[src/rtl/cnn_pkg.sv]
// Shared constants and state encoding for the CNN inference datapath.
package cnn_pkg;

    localparam int unsigned L1_CHANNELS = 16;
    localparam int unsigned L1_CONV_DIM = 26;
    localparam int unsigned L1_POOL_DIM = 13;
    localparam int unsigned BUF_A_AW    = 14;
    localparam int unsigned BUF_B_AW    = 12;

    // Max-pool engine states: four window reads, then a one-cycle finish.
    typedef enum logic [2:0] {
        StIdle,
        StRd0,
        StRd1,
        StRd2,
        StRd3,
        StFin
    } pool_state_e;

endpackage

[src/rtl/max_u8.sv]
// Combinational unsigned maximum of two bytes.
module max_u8 (
    input  logic [7:0] a,
    input  logic [7:0] b,
    output logic [7:0] y
);

    // Pick the larger operand.
    always_comb begin
        y = (a > b) ? a : b;
    end

endmodule

[src/rtl/maxpool2x2_l1.sv]
// Layer-1 2x2 / stride-2 max-pool engine: reads buf_a (CHANNELS x IN_DIM x IN_DIM)
// once per location and writes CHANNELS x OUT_DIM x OUT_DIM maxima to buf_b.
// Optional macro MAXPOOL_CYCLE_COUNT_EN adds a cycle_count output.
module maxpool2x2_l1
    import cnn_pkg::*;
#(
    parameter int unsigned CHANNELS = L1_CHANNELS,
    parameter int unsigned IN_DIM   = L1_CONV_DIM,
    parameter int unsigned A_AW     = BUF_A_AW,
    parameter int unsigned B_AW     = BUF_B_AW
) (
    input  logic            clk,
    input  logic            rst,
    input  logic            start,
    output logic            busy,
    output logic            done,
    output logic [A_AW-1:0] buf_a_addr,
    input  logic [7:0]      buf_a_rd_data,
    output logic [B_AW-1:0] buf_b_addr,
    output logic [7:0]      buf_b_wr_data,
    output logic            buf_b_wr_en
`ifdef MAXPOOL_CYCLE_COUNT_EN
    ,
    output logic [15:0]     cycle_count
`endif
);

    localparam int unsigned OUT_DIM = IN_DIM / 2;

    localparam logic [A_AW-1:0] A_ONE      = A_AW'(1);
    localparam logic [A_AW-1:0] A_COL_STEP = A_AW'(2);
    localparam logic [A_AW-1:0] A_ROW      = A_AW'(IN_DIM);
    localparam logic [A_AW-1:0] A_ROW_STEP = A_AW'(2 * IN_DIM);
    localparam logic [B_AW-1:0] B_ONE      = B_AW'(1);
    localparam logic [15:0]     LAST_POS   = 16'(OUT_DIM - 1);
    localparam logic [15:0]     LAST_CH    = 16'(CHANNELS - 1);

    pool_state_e     state_q, state_d;
    logic [15:0]     ch_q, ch_d;
    logic [15:0]     r_q, r_d;
    logic [15:0]     c_q, c_d;
    // base_q: top-left of the current window; row_base_q: start of the current row pair.
    logic [A_AW-1:0] base_q, base_d;
    logic [A_AW-1:0] row_base_q, row_base_d;
    logic [B_AW-1:0] o_q, o_d;
    logic [7:0]      max_q, max_d;
    logic [7:0]      max_out;
    logic            last_out;

    max_u8 u_max (
        .a (max_q),
        .b (buf_a_rd_data),
        .y (max_out)
    );

    assign last_out = (ch_q == LAST_CH) && (r_q == LAST_POS) && (c_q == LAST_POS);

    // State and counter registers.
    always_ff @(posedge clk) begin
        if (rst) begin
            state_q    <= StIdle;
            ch_q       <= '0;
            r_q        <= '0;
            c_q        <= '0;
            base_q     <= '0;
            row_base_q <= '0;
            o_q        <= '0;
            max_q      <= '0;
        end else begin
            state_q    <= state_d;
            ch_q       <= ch_d;
            r_q        <= r_d;
            c_q        <= c_d;
            base_q     <= base_d;
            row_base_q <= row_base_d;
            o_q        <= o_d;
            max_q      <= max_d;
        end
    end

    // Next-state, window walk and running-max update.
    always_comb begin
        state_d    = state_q;
        ch_d       = ch_q;
        r_d        = r_q;
        c_d        = c_q;
        base_d     = base_q;
        row_base_d = row_base_q;
        o_d        = o_q;
        max_d      = max_q;
        case (state_q)
            StIdle: begin
                if (start) begin
                    state_d    = StRd0;
                    ch_d       = '0;
                    r_d        = '0;
                    c_d        = '0;
                    base_d     = '0;
                    row_base_d = '0;
                    o_d        = '0;
                end
            end
            StRd0: begin
                max_d   = buf_a_rd_data;
                state_d = StRd1;
            end
            StRd1: begin
                max_d   = max_out;
                state_d = StRd2;
            end
            StRd2: begin
                max_d   = max_out;
                state_d = StRd3;
            end
            StRd3: begin
                o_d = o_q + B_ONE;
                if (c_q == LAST_POS) begin
                    c_d = '0;
                    // Next row pair; after the last row pair this lands on the next channel.
                    row_base_d = row_base_q + A_ROW_STEP;
                    base_d     = row_base_q + A_ROW_STEP;
                    if (r_q == LAST_POS) begin
                        r_d  = '0;
                        ch_d = ch_q + 16'd1;
                    end else begin
                        r_d = r_q + 16'd1;
                    end
                end else begin
                    c_d    = c_q + 16'd1;
                    base_d = base_q + A_COL_STEP;
                end
                state_d = last_out ? StFin : StRd0;
            end
            StFin: begin
                state_d = StIdle;
            end
            default: begin
                state_d = StIdle;
            end
        endcase
    end

    // Outputs decoded from the current state.
    always_comb begin
        busy          = 1'b0;
        done          = 1'b0;
        buf_a_addr    = '0;
        buf_b_addr    = '0;
        buf_b_wr_data = '0;
        buf_b_wr_en   = 1'b0;
        case (state_q)
            StRd0: begin
                busy       = 1'b1;
                buf_a_addr = base_q;
                buf_b_addr = o_q;
            end
            StRd1: begin
                busy       = 1'b1;
                buf_a_addr = base_q + A_ONE;
                buf_b_addr = o_q;
            end
            StRd2: begin
                busy       = 1'b1;
                buf_a_addr = base_q + A_ROW;
                buf_b_addr = o_q;
            end
            StRd3: begin
                busy          = 1'b1;
                buf_a_addr    = base_q + A_ROW + A_ONE;
                buf_b_addr    = o_q;
                buf_b_wr_data = max_out;
                buf_b_wr_en   = 1'b1;
            end
            StFin: begin
                done = 1'b1;
            end
            default: begin
            end
        endcase
    end

`ifdef MAXPOOL_CYCLE_COUNT_EN
    logic [15:0] cycle_count_q;

    // Pass-length counter: clears on an accepted start, counts busy cycles, then holds.
    always_ff @(posedge clk) begin
        if (rst) begin
            cycle_count_q <= '0;
        end else if ((state_q == StIdle) && start) begin
            cycle_count_q <= '0;
        end else if (busy) begin
            cycle_count_q <= cycle_count_q + 16'd1;
        end
    end

    assign cycle_count = cycle_count_q;
`endif

endmodule

[config.mk]
export PLATFORM = sky130hd
export DESIGN_NAME = maxpool2x2_l1
export DESIGN_NICKNAME = d
export VERILOG_FILES = /design/src/rtl/cnn_pkg.sv /design/src/rtl/max_u8.sv /design/src/rtl/maxpool2x2_l1.sv
export SDC_FILE = /design/constraint.sdc
export NUM_CORES = 1
export LEC_CHECK = 0
export ABC_AREA = 1
export CAP_MARGIN = 20
export CORE_ASPECT_RATIO = 0.7
export CORE_UTILIZATION = 60
export CTS_BUF_LIST = sky130_fd_sc_hd__clkbuf_2 sky130_fd_sc_hd__clkbuf_4 sky130_fd_sc_hd__clkbuf_8
export DETAILED_ROUTE_END_ITERATION = 6
export PLACE_DENSITY = 0.81
export SLEW_MARGIN = 20
export SYNTH_ARGS = -nofsm -noshare
export SYNTH_HDL_FRONTEND = slang
export SYNTH_HIERARCHICAL = 1
export SYNTH_SLANG_ARGS = --single-unit
[constraint.sdc]
create_clock -name clk -period 2.5 [get_ports clk]
set_input_delay 0.5 -clock clk [delete_from_list [all_inputs] [get_ports clk]]
set_output_delay 0.5 -clock clk [all_outputs]
set_load 0.02 [all_outputs]
Word level (Yosys, flattened, before mapping)
Cells that the tools add are included.

cells by class
  $add $sub $neg = 9
  $lt $le $gt $ge = 1
  equality and inequality tests = 11
  mux-type cells = 27
  reduce and logical (&&, ||, !) cells = 10

operator list
  kind                                                                    count
  16-bit two-way mux                                                      6
  16-bit case mux with 2 select lines                                     3
  14-bit case mux with 2 select lines                                     2
  14-bit case mux with 4 select lines                                     1
  16-bit by 1-bit adder with 16-bit output, second input constant         3
  16-bit by 4-bit equality test with 1-bit output, second input constant  3
  14-bit two-way mux                                                      3
  14-bit by 1-bit adder with 14-bit output, second input constant         2
  12-bit two-way mux                                                      2
  12-bit case mux with 2 select lines                                     1
  8-bit two-way mux                                                       2
  8-bit case mux with 2 select lines                                      1
  3-bit case mux with 5 select lines                                      1
  14-bit by 2-bit adder with 14-bit output, second input constant         1
  14-bit by 5-bit adder with 14-bit output, second input constant         1
  14-bit by 6-bit adder with 14-bit output, second input constant         1
  12-bit by 1-bit adder with 12-bit output, second input constant         1
  8-bit greater-than comparator                                           1
  3-bit by 2-bit equality test with 1-bit output, second input constant   2
  3-bit equality test, second input constant                              2
  3-bit two-way mux                                                       2
  2-bit inequality test, second input constant                            3
  4-bit AND reduction                                                     1
  2-bit nonzero test                                                      2
  other kinds (8)                                                         11

word-level totals
  bits in registers = 99
  word-level logic and storage cells = 66

Longest topological paths before layout
  depth after elaboration = 5
  mapped depth = 16
  depth with buffers taken out = 15

Cells and area by module
The synthesis kept the hierarchy.

by module, submodules not included
  module         times used  cells each  area an instance (µm²)
  maxpool2x2_l1  1           1008        6488.7
  max_u8         1           60          362.8

Worst setup path after synthesis
OpenSTA, ideal clock, no wires.

  path type = flip-flop to output port
  start point = register state_q[0]
  end point = output buf_a_addr[8]
  arrival = 1.877 ns
  required time = 2.000 ns
  setup slack = 0.123 ns
  cell stages (with the launch flop) = 16
  path buffers = 1
  cells stage by stage = dfxtp_1 -> nor2_4 -> nand2_2 -> buf_12 -> nand2_4 -> nand2_1 -> inv_1 -> ha_1 -> nand3_4 -> nor2_4 -> nand3_2 -> nor2_4 -> nand2_1 -> nand2_1 -> nand3_1 -> o211ai_1

between the ends
  cells in the longest elaborated chain, start to end = 2
  elaborated cells on any way between the ends = 5
  those cells by class = eq/ne: 4; mux: 1

RTL lines
  what                                               RTL line              RTL
  start: declaration                                 maxpool2x2_l1.sv:38   pool_state_e state_q, state_d;
  start signal: assignment                           maxpool2x2_l1.sv:61   state_q <= StIdle;
  start signal: assignment                           maxpool2x2_l1.sv:70   state_q <= state_d;
  3-bit equality test, or another cell as far along  maxpool2x2_l1.sv:151  case (state_q)
  14-bit case mux with 4 select lines (*)            maxpool2x2_l1.sv:151
  end: declaration                                   maxpool2x2_l1.sv:17   output logic [A_AW-1:0] buf_a_addr,

Mark *: on every way between the ends. The rest lies on a longest branch, timed or not.

Worst setup path after layout
  start point = register base_q[1]
  end point = output buf_a_addr[9]

between the ends
  cells in the longest elaborated chain, start to end = 3
  elaborated cells on any way between the ends = 4
  those cells by class = add/sub: 3; mux: 1

RTL lines
  what                                      RTL line                                    RTL
  start: declaration                        maxpool2x2_l1.sv:43                         logic [A_AW-1:0] base_q, base_d;
  start signal: assignment                  maxpool2x2_l1.sv:74                         base_q <= base_d;
  14-bit by 5-bit adder with 14-bit output  maxpool2x2_l1.sv:164, maxpool2x2_l1.sv:169
  14-bit by 1-bit adder with 14-bit output  maxpool2x2_l1.sv:169                        buf_a_addr = base_q + A_ROW + A_ONE;
  14-bit case mux with 4 select lines (*)   maxpool2x2_l1.sv:151

Marked as above.

==> impl_metrics.toml <==
[run_status]
outcome = "complete, but fails checks"
violations = "DRC, setup timing"

[placed_design]
place.gp.congestion = 0.896
dp_cells = 1340
dp_hpwl_um = 13900
port-buffer-count = 47
pre_cts_slack_ns = -0.788

[worst_setup_path]
path_common_cell = "nand2_2"
slowest_stage = "dfxtp_4"
start_kind = "flop"
crit_type = "flop to output pin"
path_cells = "nand2_2 > nand3_4 > nand2_2 > nand2_1 > nand2_2 > nand3_4 > nor3_4 > nand3_1 > nand2_1 > o21bai_1 > buf_4"
slowest_delay_ns = 0.39
worst_setup_path_end_kind = "output pin"
worst_ep_arrival_time_ns = 2.58
crit_fanout = 9
reg2reg_setup_slack_ns = 0.04
crit_required_ns = 2.00

[synthesis]
syn_area_per_cell_sq_um = 6.42
syn_nets = 1096
yosysSeqAreaShare_pct = 28.3
syn_inst = 1068
ys_warn_count = 6
yosys-top-cells-area = "dfxtp_1 (28%), nand2_1 (16%), nand3_1 (6.5%)"
synth_seq_cells = 97
synth_top_area_cell = "dfxtp_1"
syn_area_sq_um = 6850
synth_cell_types = 59
synth_top_cell_area_share_pct = 28.3

[final_layout]
antenna_cells = 0
final_cells = 1397
layout_commonest_cell = "nand2_1"
drive_gt1_share_pct = 31.0
fin_nets = 1267
most-common-layout-cells = "nand2_1 (242), buf_4 (136), inv_1 (97)"
final_util_pct = 82.6
area_growth_pct = 33.3

[power_and_ir_drop]
p_per_area_nw_per_um2 = 452
peakVddDrop_mv = 0.323
leakage_uw = 0.00370

[grt]
busiest_layer = "met2"
globalRouteTotalUtil_pct = 37.5
grtUsageMet3_pct = 7.31
met2_usage_pct = 58.3
antenna_found_initial = 0
grt_pass1_wl_um = 35600
grt_start_max_net_pins = 64
overflow = 0
use_met1_pct = 50.1
grt_pass1_vias = 7555

[timing]
tightest_slew_ns = 0.773
whs_ns = 0.484
fmax_mhz = 324
period_needed_ns = 3.08
drv_slew = 0
rsz0062_at_grt = "true"
skew_ns = 0.0210
timing_hold_violations_final = 0
fin_ws_ns = -0.585
fin_crit_sh_pct = 123
max_slew_margin_pct = 48.5
setup_viol = 20

[floorplan]
ios = 48
dieHeight_um = 91.4
die_area_sq_um = 11900
std_cell_rows = 32
fp.dieW_um = 130
core_sq_um = 11100
start_util_pct = 62.0

[detailed_routing]
route.detailed.drc = 7
via_per_inst = 6.31
ant_nets = 0
vias = 8811
drt_iter0_markers = 1324
firstDrtPassIters = 7
wire_per_inst_um = 18.7
drt-total-wl_um = 26100

[clocking]
clk_path_buf_depth = 2
clk_pin_slew_ns = 0.10
insertion_delay_ns = 0.40
cts_sinks = 97
cts_buffers = 9
cts_max_level = 3
root_buffer = "clkbuf_8"
cts_tree = "yes"

[worst_hold_path]
hold_class = "flop to flop"

[flow_run]
maxCapViolations = 0
-- cell type report --
cell class | instances | area [sq um]
fill | 679 | 1920
sequential | 97 | 1970
inverter | 136 | 532
tap | 153 | 191
clock buffer | 9 | 124
multi-input combinational | 802 | 4680
clock inverter | 7 | 52.6
timing repair buffer | 193 | 1590
-- per-stage QoR --
step | instance area [sq um] | setup TNS (ns) | total power [uW]
after floorplan | 6850 | 0 | 2320
after global placement | 8090 | -10.66 | 2670
after detailed placement | 8090 | -12.42 | 2690
after CTS | 8700 | -2.44 | 3800
after global routing | 9130 | -7.16 | 4230
final | 9130 | -6.55 | 4130
-- cells in the mapped netlist (all sizes together) --
master,instances
o211a,1
xnor2,3
o21a,1
inv,134
o31ai,2
o22ai,2
clkbuf,10
a41oi,1
xor2,18
o21ai,48
o21bai,1
nor3,24
dlymetal6s2s,1
a31oi,8
a31o,1
a211oi,10
a21o,1
nor3b,1
a21oi,80
nor2,117
buf,23
nor4,6
clkinv,2
o221ai,3
nand3,99
dfxtp,97
nand2,302
a2bb2oi,1
o211ai,6
a22oi,11
a221oi,5
nand4,27
nand3b,2
o221a,1
ha,17
or2,2
-- repair_timing --
item,in CTS,in global routing
gates cloned,1,0
endpoints found under the setup margin,36,36
resized for setup,258,112
buffers inserted,28,15
hold buffers,0,0
pin swaps,45,55
-- sequential cells by signal, summed over array words and instances, names as in the netlist --
signal,flops
base_q,14
c_q,16
ch_q,16
max_q,8
o_q,12
r_q,16
row_base_q,12
state_q,3
-- cells by family (layout without fill, tap and decap cells) --
| family | count (synthesis) | after routing | share of synthesized area (%) |
|---|---|---|---|
| simple gates | 580 | 581 | 39.1 |
| flops | 97 | 97 | 28.3 |
| xor+xnor | 21 | 21 | 2.68 |
| compound gates | 183 | 183 | 15.9 |
| buf+inv | 170 | 345 | 10.9 |
| fa+ha+maj | 17 | 17 | 3.10 |
-- power breakdown --
group          leakage, uW  switching, uW  internal, uW
clock network    0.0000783            635           367
registers         0.000791           70.0          1610
logic              0.00283            913           533
total              0.00370           1620          2510
-- worst paths after layout --
path	start	endpoint	cells after the start
worst max-delay path	base_q[1]$_SDFFE_PP0P_	buf_a_addr[9]	11
worst min-delay path	o_q[10]$_SDFFE_PP0P_	o_q[10]$_SDFFE_PP0P_	1
worst max register to register	max_q[1]$_SDFFE_PP0P_	max_q[1]$_SDFFE_PP0P_	17
worst min register to register	o_q[10]$_SDFFE_PP0P_	o_q[10]$_SDFFE_PP0P_	1
-- routing by layer --
metal / vias up / part of all wire [%]
li1: 3882 / -
met1: 3956 / 37
met2: 726 / 42
met3: 247 / 13
met4: 0 / 7.5
met5: - / 0
-- worst max-delay path, delay by kind of cell, from the launching register on --
kind                   cells  cell delay (ns)
DFF                        1             0.39
AOI/OAI and AO/OA          1             0.10
buffers and inverters      1             0.17
and+or+nand+nor            9             1.52
(Power assumes the default switching activity.)
